### src/rtl/prg_inject.sv
// prg_inject: captures a downloaded program image (2-byte little-endian load
// address followed by data), writes it into target RAM through a
// request/acknowledge port, then patches the end-of-program pointer pairs.
// Optional feature macro: PRG_INJECT_AUTORUN_EN adds an AUTORUN phase that
// types "RUN\r" into the keyboard buffer and sets its length to 4.
module prg_inject #(
  parameter int AW         = 16,
  parameter int PTR_CNT    = 4,
  parameter int FILE_INDEX = 1
) (
  input  logic          clk_sys,
  input  logic          reset_n,
  input  logic          ioctl_download,
  input  logic [7:0]    ioctl_index,
  input  logic          ioctl_wr,
  input  logic [7:0]    ioctl_dout,
  output logic          ioctl_wait,
  output logic [AW-1:0] mem_addr,
  output logic [7:0]    mem_data,
  output logic          mem_wr,
  input  logic          mem_ack,
  output logic          busy,
  output logic          done,
  output logic          err
);

`ifdef PRG_INJECT_AUTORUN_EN
  typedef enum logic [2:0] {IDLE, HDR_LO, HDR_HI, DATA, PATCH, AUTORUN, DONE} state_t;
  localparam state_t POST_PATCH = AUTORUN;
`else
  typedef enum logic [2:0] {IDLE, HDR_LO, HDR_HI, DATA, PATCH, DONE} state_t;
  localparam state_t POST_PATCH = DONE;
`endif

  localparam int         PATCH_LAST_I = (PTR_CNT > 0) ? (2 * PTR_CNT - 1) : 0;
  localparam logic [2:0] PATCH_LAST   = PATCH_LAST_I[2:0];

  // Low byte address of each end-pointer pair, in patch order.
  function automatic logic [15:0] ptr_base(input logic [1:0] idx);
    case (idx)
      2'd0:    ptr_base = 16'h002D;
      2'd1:    ptr_base = 16'h002F;
      2'd2:    ptr_base = 16'h0031;
      default: ptr_base = 16'h00AE;
    endcase
  endfunction

`ifdef PRG_INJECT_AUTORUN_EN
  localparam logic [2:0] AUTORUN_LAST = 3'd4;

  function automatic logic [15:0] ar_addr(input logic [2:0] idx);
    case (idx)
      3'd0:    ar_addr = 16'h0527;
      3'd1:    ar_addr = 16'h0528;
      3'd2:    ar_addr = 16'h0529;
      3'd3:    ar_addr = 16'h052A;
      default: ar_addr = 16'h00EF;
    endcase
  endfunction

  function automatic logic [7:0] ar_data(input logic [2:0] idx);
    case (idx)
      3'd0:    ar_data = 8'h52;
      3'd1:    ar_data = 8'h55;
      3'd2:    ar_data = 8'h4E;
      3'd3:    ar_data = 8'h0D;
      default: ar_data = 8'h04;
    endcase
  endfunction
`endif

  state_t          state, state_d;
  logic            dl_q;
  logic [AW-1:0]   load_addr, cur_addr;
  logic            addr_init;
  logic [7:0]      fifo_mem [2];
  logic            rd_ptr, wr_ptr;
  logic [1:0]      count;
  logic            drain, ovf, err_q;
  logic [2:0]      step;
  logic [15:0]     end16;

  logic sel, accept, rise, fall, start;
  logic pop, ovf_hit, push_req, push, drop;

  assign sel      = (ioctl_index == 8'(FILE_INDEX));
  assign accept   = ioctl_wr & sel;
  assign rise     = ioctl_download & ~dl_q;
  assign fall     = ~ioctl_download & dl_q;
  assign start    = (state == IDLE) & rise & sel;
  assign pop      = (state == DATA) & (count != 2'd0) & mem_ack;
  assign ovf_hit  = pop & (&cur_addr);
  assign push_req = (state == DATA) & accept & ~drain & ~ovf;
  assign push     = push_req & ~ovf_hit & ((count != 2'd2) | pop);
  assign drop     = push_req & ~ovf_hit & (count == 2'd2) & ~pop;

  assign ioctl_wait = (count == 2'd2);
  assign busy       = (state != IDLE);
  assign err        = err_q;

  // The pointer patch always writes a 16-bit end address.
  if (AW >= 16) begin : g_end_wide
    assign end16 = cur_addr[15:0];
  end else begin : g_end_narrow
    assign end16 = {{(16-AW){1'b0}}, cur_addr};
  end

  // State register.
  always_ff @(posedge clk_sys or negedge reset_n) begin
    if (!reset_n) state <= IDLE;
    else          state <= state_d;
  end

  // Next-state decode and the RAM write port driven from the current phase.
  always_comb begin
    state_d  = state;
    mem_wr   = 1'b0;
    mem_addr = '0;
    mem_data = '0;
    done     = 1'b0;
    case (state)
      IDLE: if (start) state_d = HDR_LO;
      HDR_LO: begin
        if (fall)        state_d = IDLE;
        else if (accept) state_d = HDR_HI;
      end
      HDR_HI: begin
        if (fall)        state_d = IDLE;
        else if (accept) state_d = DATA;
      end
      DATA: begin
        mem_wr   = (count != 2'd0);
        mem_addr = cur_addr;
        mem_data = fifo_mem[rd_ptr];
        if (drain && count == 2'd0) state_d = (PTR_CNT == 0) ? POST_PATCH : PATCH;
      end
      PATCH: begin
        mem_wr   = 1'b1;
        mem_addr = AW'(ptr_base(step[2:1]) + {15'd0, step[0]});
        mem_data = step[0] ? end16[15:8] : end16[7:0];
        if (mem_ack && step == PATCH_LAST) state_d = POST_PATCH;
      end
`ifdef PRG_INJECT_AUTORUN_EN
      AUTORUN: begin
        mem_wr   = 1'b1;
        mem_addr = AW'(ar_addr(step));
        mem_data = ar_data(step);
        if (mem_ack && step == AUTORUN_LAST) state_d = DONE;
      end
`endif
      DONE: begin
        done    = 1'b1;
        state_d = IDLE;
      end
      default: state_d = IDLE;
    endcase
  end

  // Header capture, byte FIFO, address counter, phase step and sticky error.
  always_ff @(posedge clk_sys or negedge reset_n) begin
    if (!reset_n) begin
      dl_q        <= 1'b1;
      load_addr   <= '0;
      cur_addr    <= '0;
      addr_init   <= 1'b0;
      fifo_mem[0] <= '0;
      fifo_mem[1] <= '0;
      rd_ptr      <= 1'b0;
      wr_ptr      <= 1'b0;
      count       <= '0;
      drain       <= 1'b0;
      ovf         <= 1'b0;
      err_q       <= 1'b0;
      step        <= '0;
    end else begin
      dl_q <= ioctl_download;

      if (start) begin
        err_q     <= 1'b0;
        ovf       <= 1'b0;
        drain     <= 1'b0;
        addr_init <= 1'b0;
        count     <= '0;
        rd_ptr    <= 1'b0;
        wr_ptr    <= 1'b0;
        step      <= '0;
      end

      if ((state == HDR_LO || state == HDR_HI) && fall) err_q <= 1'b1;
      if (state == HDR_LO && !fall && accept) load_addr[7:0] <= ioctl_dout;
      if (state == HDR_HI && !fall && accept) load_addr[AW-1:8] <= ioctl_dout[AW-9:0];

      if (state == DATA && !addr_init) begin
        cur_addr  <= load_addr;
        addr_init <= 1'b1;
      end

      if (state == DATA && fall) drain <= 1'b1;
      if (drop) err_q <= 1'b1;

      if (ovf_hit) begin
        ovf    <= 1'b1;
        err_q  <= 1'b1;
        count  <= '0;
        rd_ptr <= 1'b0;
        wr_ptr <= 1'b0;
      end else begin
        if (push) begin
          fifo_mem[wr_ptr] <= ioctl_dout;
          wr_ptr           <= ~wr_ptr;
        end
        if (pop) begin
          rd_ptr   <= ~rd_ptr;
          cur_addr <= cur_addr + 1'b1;
        end
        if (state == DATA) count <= count + {1'b0, push} - {1'b0, pop};
      end

      if (state == PATCH && mem_ack)
        step <= (step == PATCH_LAST) ? 3'd0 : step + 3'd1;
`ifdef PRG_INJECT_AUTORUN_EN
      if (state == AUTORUN && mem_ack)
        step <= (step == AUTORUN_LAST) ? 3'd0 : step + 3'd1;
`endif
    end
  end

endmodule

### config.mk
export PLATFORM = sky130hd
export DESIGN_NAME = prg_inject
export DESIGN_NICKNAME = d
export VERILOG_FILES = /design/src/rtl/prg_inject.sv
export SDC_FILE = /design/constraint.sdc
export NUM_CORES = 1
export LEC_CHECK = 0
export BUFFER_PORTS_ARGS = -buffer_cell sky130_fd_sc_hd__buf_2
export CAP_MARGIN = 0
export CORE_UTILIZATION = 45
export CTS_BUF_LIST = sky130_fd_sc_hd__clkbuf_8
export CTS_CLUSTER_DIAMETER = 120
export DETAILED_ROUTE_END_ITERATION = 10
export HOLD_SLACK_MARGIN = 0.06
export PLACE_DENSITY_LB_ADDON = 0.15
export SLEW_MARGIN = 40
export SYNTH_ARGS = -nofsm -noshare
export SYNTH_HDL_FRONTEND = slang
export SYNTH_SLANG_ARGS = --single-unit
### constraint.sdc
create_clock -name clk_sys -period 5.85 [get_ports clk_sys]
set_clock_uncertainty 0.15 [all_clocks]
set_input_delay 0 -clock clk_sys [delete_from_list [all_inputs] [get_ports clk_sys]]
set_output_delay 0 -clock clk_sys [all_outputs]
set_load 0.02 [all_outputs]
Word level (Yosys, flattened, before mapping) --
Index checks and enable logic that the tools add are counted.
Word-level totals: flip-flop bits (word level) 63, logic and storage cells 136, input port bits 21
Cells by class: order comparisons 3, add/subtract/negate cells 5, equal/unequal tests 16, reductions and logical operators 30, bitwise operators 26, mux-type cells 41
Operators by type and width (number):
- two-way mux 16 bit | 4
- two-way mux 8 bit | 5
- case mux 16 bit (2 select lines) | 1
- two-way mux 3 bit | 10
- case mux 8 bit (3 select lines) | 1
- adder 16 x 1 -> 16 bit | 1
- adder 16 x 1 -> 16 bit, second input constant | 1
- bitwise mux 16 bit | 1
- case mux 8 bit (2 select lines) | 1
- AND reduction 16 bit | 1
- bitwise AND 1 bit | 15
- case mux 3 bit (5 select lines) | 1
- two-way mux 1 bit | 12
- nonzero test 3 bit | 4
- logical AND 1 bit | 11
- nonzero test 2 bit | 5
- equality test 3 bit, second input constant | 3
- demux 8 bit (select 1 bit) | 1
- equality test 8 x 1 -> 1 bit, second input constant | 1
- inequality test 2 bit, second input constant | 4
- inverter 1 bit | 8
- equality test 3 x 2 -> 1 bit, second input constant | 2
- two-way mux 2 bit | 3
- inequality test 3 bit, second input constant | 2
- other kinds (18) | 23

Logic depth before layout (Yosys ltp) --
depth in word-level cells 11, depth in mapped cells 12, mapped depth without buffers 10

Worst setup path after synthesis --
Ideal clock, no wire load.
path kind reg2reg, from register count[1], to register count[1], stages on the path, launching flop included 10, path slack 3326 ps, arrival time 2296 ps, buffers on the path 0, required time 5623 ps, clock period less this slack 2524 ps, cell sequence dfrtp_1 > nor2b_1 > a21boi_0 > nor2_1 > nand2_1 > nand3_1 > ha_1 > a2111oi_0 > a221oi_1 > a21oi_1
Between the ends: longest elaborated chain between the ends 11
RTL lines:
- start: declaration | RTL line 78 | logic [1:0] count;
- start signal: assignment | RTL line 216 | if (state == DATA) count <= count + {1'b0, push} - {1'b0, pop};
- nonzero test 2 bit | RTL line 91 | assign pop = (state == DATA) & (count != 2'd0) & mem_ack;
- bitwise AND 1 bit (2 in a row) | RTL line 91
- bitwise AND 1 bit | RTL line 92 | assign ovf_hit = pop & (&cur_addr);
- inverter 1 bit (no line)
- bitwise AND 1 bit (2 in a row) | RTL line 94 | assign push = push_req & ~ovf_hit & ((count != 2'd2) | pop);
- adder 2 x 1 -> 2 bit | RTL line 216
- subtractor 2 x 1 -> 2 bit | RTL line 216
- two-way mux 2 bit | RTL line 216
- two-way mux 2 bit | RTL line 201 | if (ovf_hit) begin
Parallel ways exist; a longest one is shown, timed or not. A chain may end at the register's enable or synchronous reset.

Final worst setup path --
from register state[1], to register fifo_mem[15] (netlist name)
Between the ends: longest elaborated chain between the ends 8
RTL lines:
- start: declaration | RTL line 72 | state_t state, state_d;
- start signal: assignment | RTL line 111 | else state <= state_d;
- equality test 3 x 2 -> 1 bit (*) | RTL line 91, 93
- bitwise AND 1 bit (2 in a row) | RTL line 91
- bitwise AND 1 bit | RTL line 92
- inverter 1 bit (no line)
- bitwise AND 1 bit (2 in a row) | RTL line 94
- AND reduction 2 bit (no line) (*)
- end signal: indexed assignment | RTL line 209 | fifo_mem[wr_ptr] <= ioctl_dout;
- end: declaration | RTL line 76 | logic [7:0] fifo_mem [2];
Mark *: on every way between the ends. The rest lies on a longest branch, timed or not.

==> qor.yml <==
synth_flop_cell: "dfrtp_1"
dpl.cell_count: 488
port_buffers: 49
die_w_um: 92.1
synth_top_area_share_pct: 42.5
gr-usage-met1_pct: 33.8
tightestPinTransition_ns: 0.821
grt_pass1_vias: 2918
slew_headroom_pct: 44.9
post-route-period-util_pct: 52.7
clkTransAtPathRegs_ns: 0.07
cts_buffer_depth: 2
layout_commonest_cell: "dfrtp_1"
setup_viol: 0
area_growth_pct: 17.6
syn-mean-instance-area_sq_um: 10.3
setup_tns_ns: 0
coreArea_sq_um: 7810
clkLatencyLatePin_ns: 0.35
power.density_nw_per_um2: 342
grt_pass1_wl_um: 15400
top_usage_layer: "met2"
antenna-diode-count: 0
ys_ff_latch: 63
critPathRequiredTime_ns: 5.94
antenna_found_initial: 0
fmax_mhz: 324
synthCells: 355
boundaryPins: 50
cts_resized: 0
cp_max_fo: 20
dpl.hpwl_um: 6660
drc: 0
avgRoutedWirePerCell_um: 18.4
grtUsageMet2_pct: 35.9
end_kind: "flip-flop"
viasPerCell: 5.94
h-tree-depth: 3
maxCapViolCount: 0
rows: 32
syn_area_sq_um: 3650
path_class: "reg -> reg"
drtPass1Iterations: 5
drtIter0Drc: 261
start_util_pct: 46.8
die_height_um: 92.1
synth_area_leaders: "dfrtp_1, mux2_2, mux2i_1"
cts.sinks: 63
gr-total-overflow: 0
setup_slack_ns: 2.77
routed-via-count: 3078
cts_tree: "done"
pre_cts_ws_ns: 2.79
hold_path_class: "in -> reg"
layout.cells.non_filler: 518
nFillCells: 740
wirelength_um: 9510
gp_congestion: 0.918
met3_usage_pct: 6.05
synth_seq_area_share_pct: 43.2
track_usage_pct: 23.9
start_kind: "flip-flop"
synth_nets: 382
status: "complete, no violations"
drive_gt1_share_pct: 27.6
cts_made_buffers: 9
finish.utilization_pct: 55.0
cts_root_buf: "clkbuf_8"
period_minus_slack_ns: 3.08
rsz0062_at_grt: "no"
p_leak_uw: 0.00203
synthDistinctLibCells: 58
grt_max_degree: 64
ant_nets: 0
drv_slew: 0
async_reset_ff_share_pct: 100
peakVddDrop_mv: 0.163
yosys_warnings: 0
layout_common_cells: "dfrtp_1, buf_2, mux2_2"
crit_arrival_ns: 3.17
dieArea_sq_um: 8480
hold_violations: 0
nNetsFinal: 438
synth-edff-count: 0
synth_top_cell_by_area: "dfrtp_1"
final cells by class:
type                            count  area, sq um  share of cell area, %
Multi-Input combinational cell    269         1960                   45.6
Sequential cell                    63         1580                   36.7
Timing Repair Buffer               65          404                   9.41
Clock buffer                       11          151                   3.52
Tap cell                          102          128                   2.97
Clock inverter                      5         63.8                   1.49
Inverter                            3         11.3                  0.262
power breakdown:
part / internal, uW / leakage [uW] / switching (uW)
combinational: 198 / 0.00109 / 242
sequential: 490 / 0.000840 / 129
clock: 224 / 0.000107 / 185
cells in the mapped netlist (4+ instances only):
| cell type | instances |
|---|---|
| or3_1 | 4 |
| and3_1 | 8 |
| ha_1 | 6 |
| clkbuf_1 | 8 |
| a211oi_1 | 4 |
| buf_4 | 5 |
| a211o_1 | 6 |
| nand2_1 | 29 |
| a31oi_1 | 4 |
| nand4_1 | 4 |
| o22ai_1 | 9 |
| mux2i_1 | 19 |
| a21oi_1 | 11 |
| mux2_2 | 34 |
| o21ai_0 | 11 |
| nor2_1 | 21 |
| buf_2 | 4 |
| and2_1 | 9 |
| nand2b_1 | 5 |
| o31ai_1 | 4 |
| nor3_1 | 13 |
| dfrtp_1 | 62 |
| nand3_1 | 26 |
state kept, by name (all words and copies together) (netlist names), 2 cells and up:
register	cells
step	3
count	2
load_addr	16
fifo_mem	16
cur_addr	16
state	3
cells by family (layout without fill, tap and decap cells):
logic type | count (synthesis) | in the layout | share of synthesized area, %
buffers and inverters | 23 | 84 | 3.22
AO/OA/AOI/OAI | 68 | 68 | 12.9
multiplexers | 54 | 54 | 16.0
AND/OR/NAND/NOR | 139 | 139 | 22.1
flip-flops | 63 | 63 | 43.2
adder cells (fa/ha/maj) | 6 | 6 | 2.06
XOR/XNOR | 2 | 2 | 0.480
routing by layer:
| layer | up-vias | wire length, um |
|---|---|---|
| met5 | - | 0 |
| met4 | 0 | 126 |
| met3 | 13 | 675 |
| met2 | 118 | 4320 |
| met1 | 1506 | 4390 |
| li1 | 1441 | - |
path summary, 6_finish.rpt:
check | start | to | slack (ns) | depth (start not counted)
worst max-delay path | state[1] | fifo_mem[15] | 2.77 | 4
worst min-delay path | ioctl_index[1] | err | 0.06 | 5
worst max register to register | state[1] | fifo_mem[15] | 2.77 | 4
worst min register to register | fifo_mem[5] | fifo_mem[5] | 0.36 | 1
max in group asynchronous | reset_n | cur_addr[9] | 5.03 | 3
min in group asynchronous | reset_n | step[1] | 0.10 | 3
repair_timing:
| item | CTS | global route |
|---|---|---|
| hold buffers | 14 | 0 |
| buffers inserted | 0 | 0 |
| setup endpoints to repair | 0 | 0 |
| hold endpoints to repair | 101 | 0 |
critical path, cell delays in order (launching register included):
cell and delay, ns:
dfrtp_1 0.58, and3b_1 0.65, a21boi_0 0.39, nor4_4 0.77, mux2_2 0.42
stage by stage:
stage	area, sq um	hold slack (ns)	power (uW)
finish	4300	0.0570	1470
global route	4300	0.121	1550
CTS	4290	0.0682	1470
detailed placement	3940	-0.0253	1060
global placement	3930	-0.0294	1050
floorplan	3650	-0.446	932
Power figures use the tool's default switching activity.
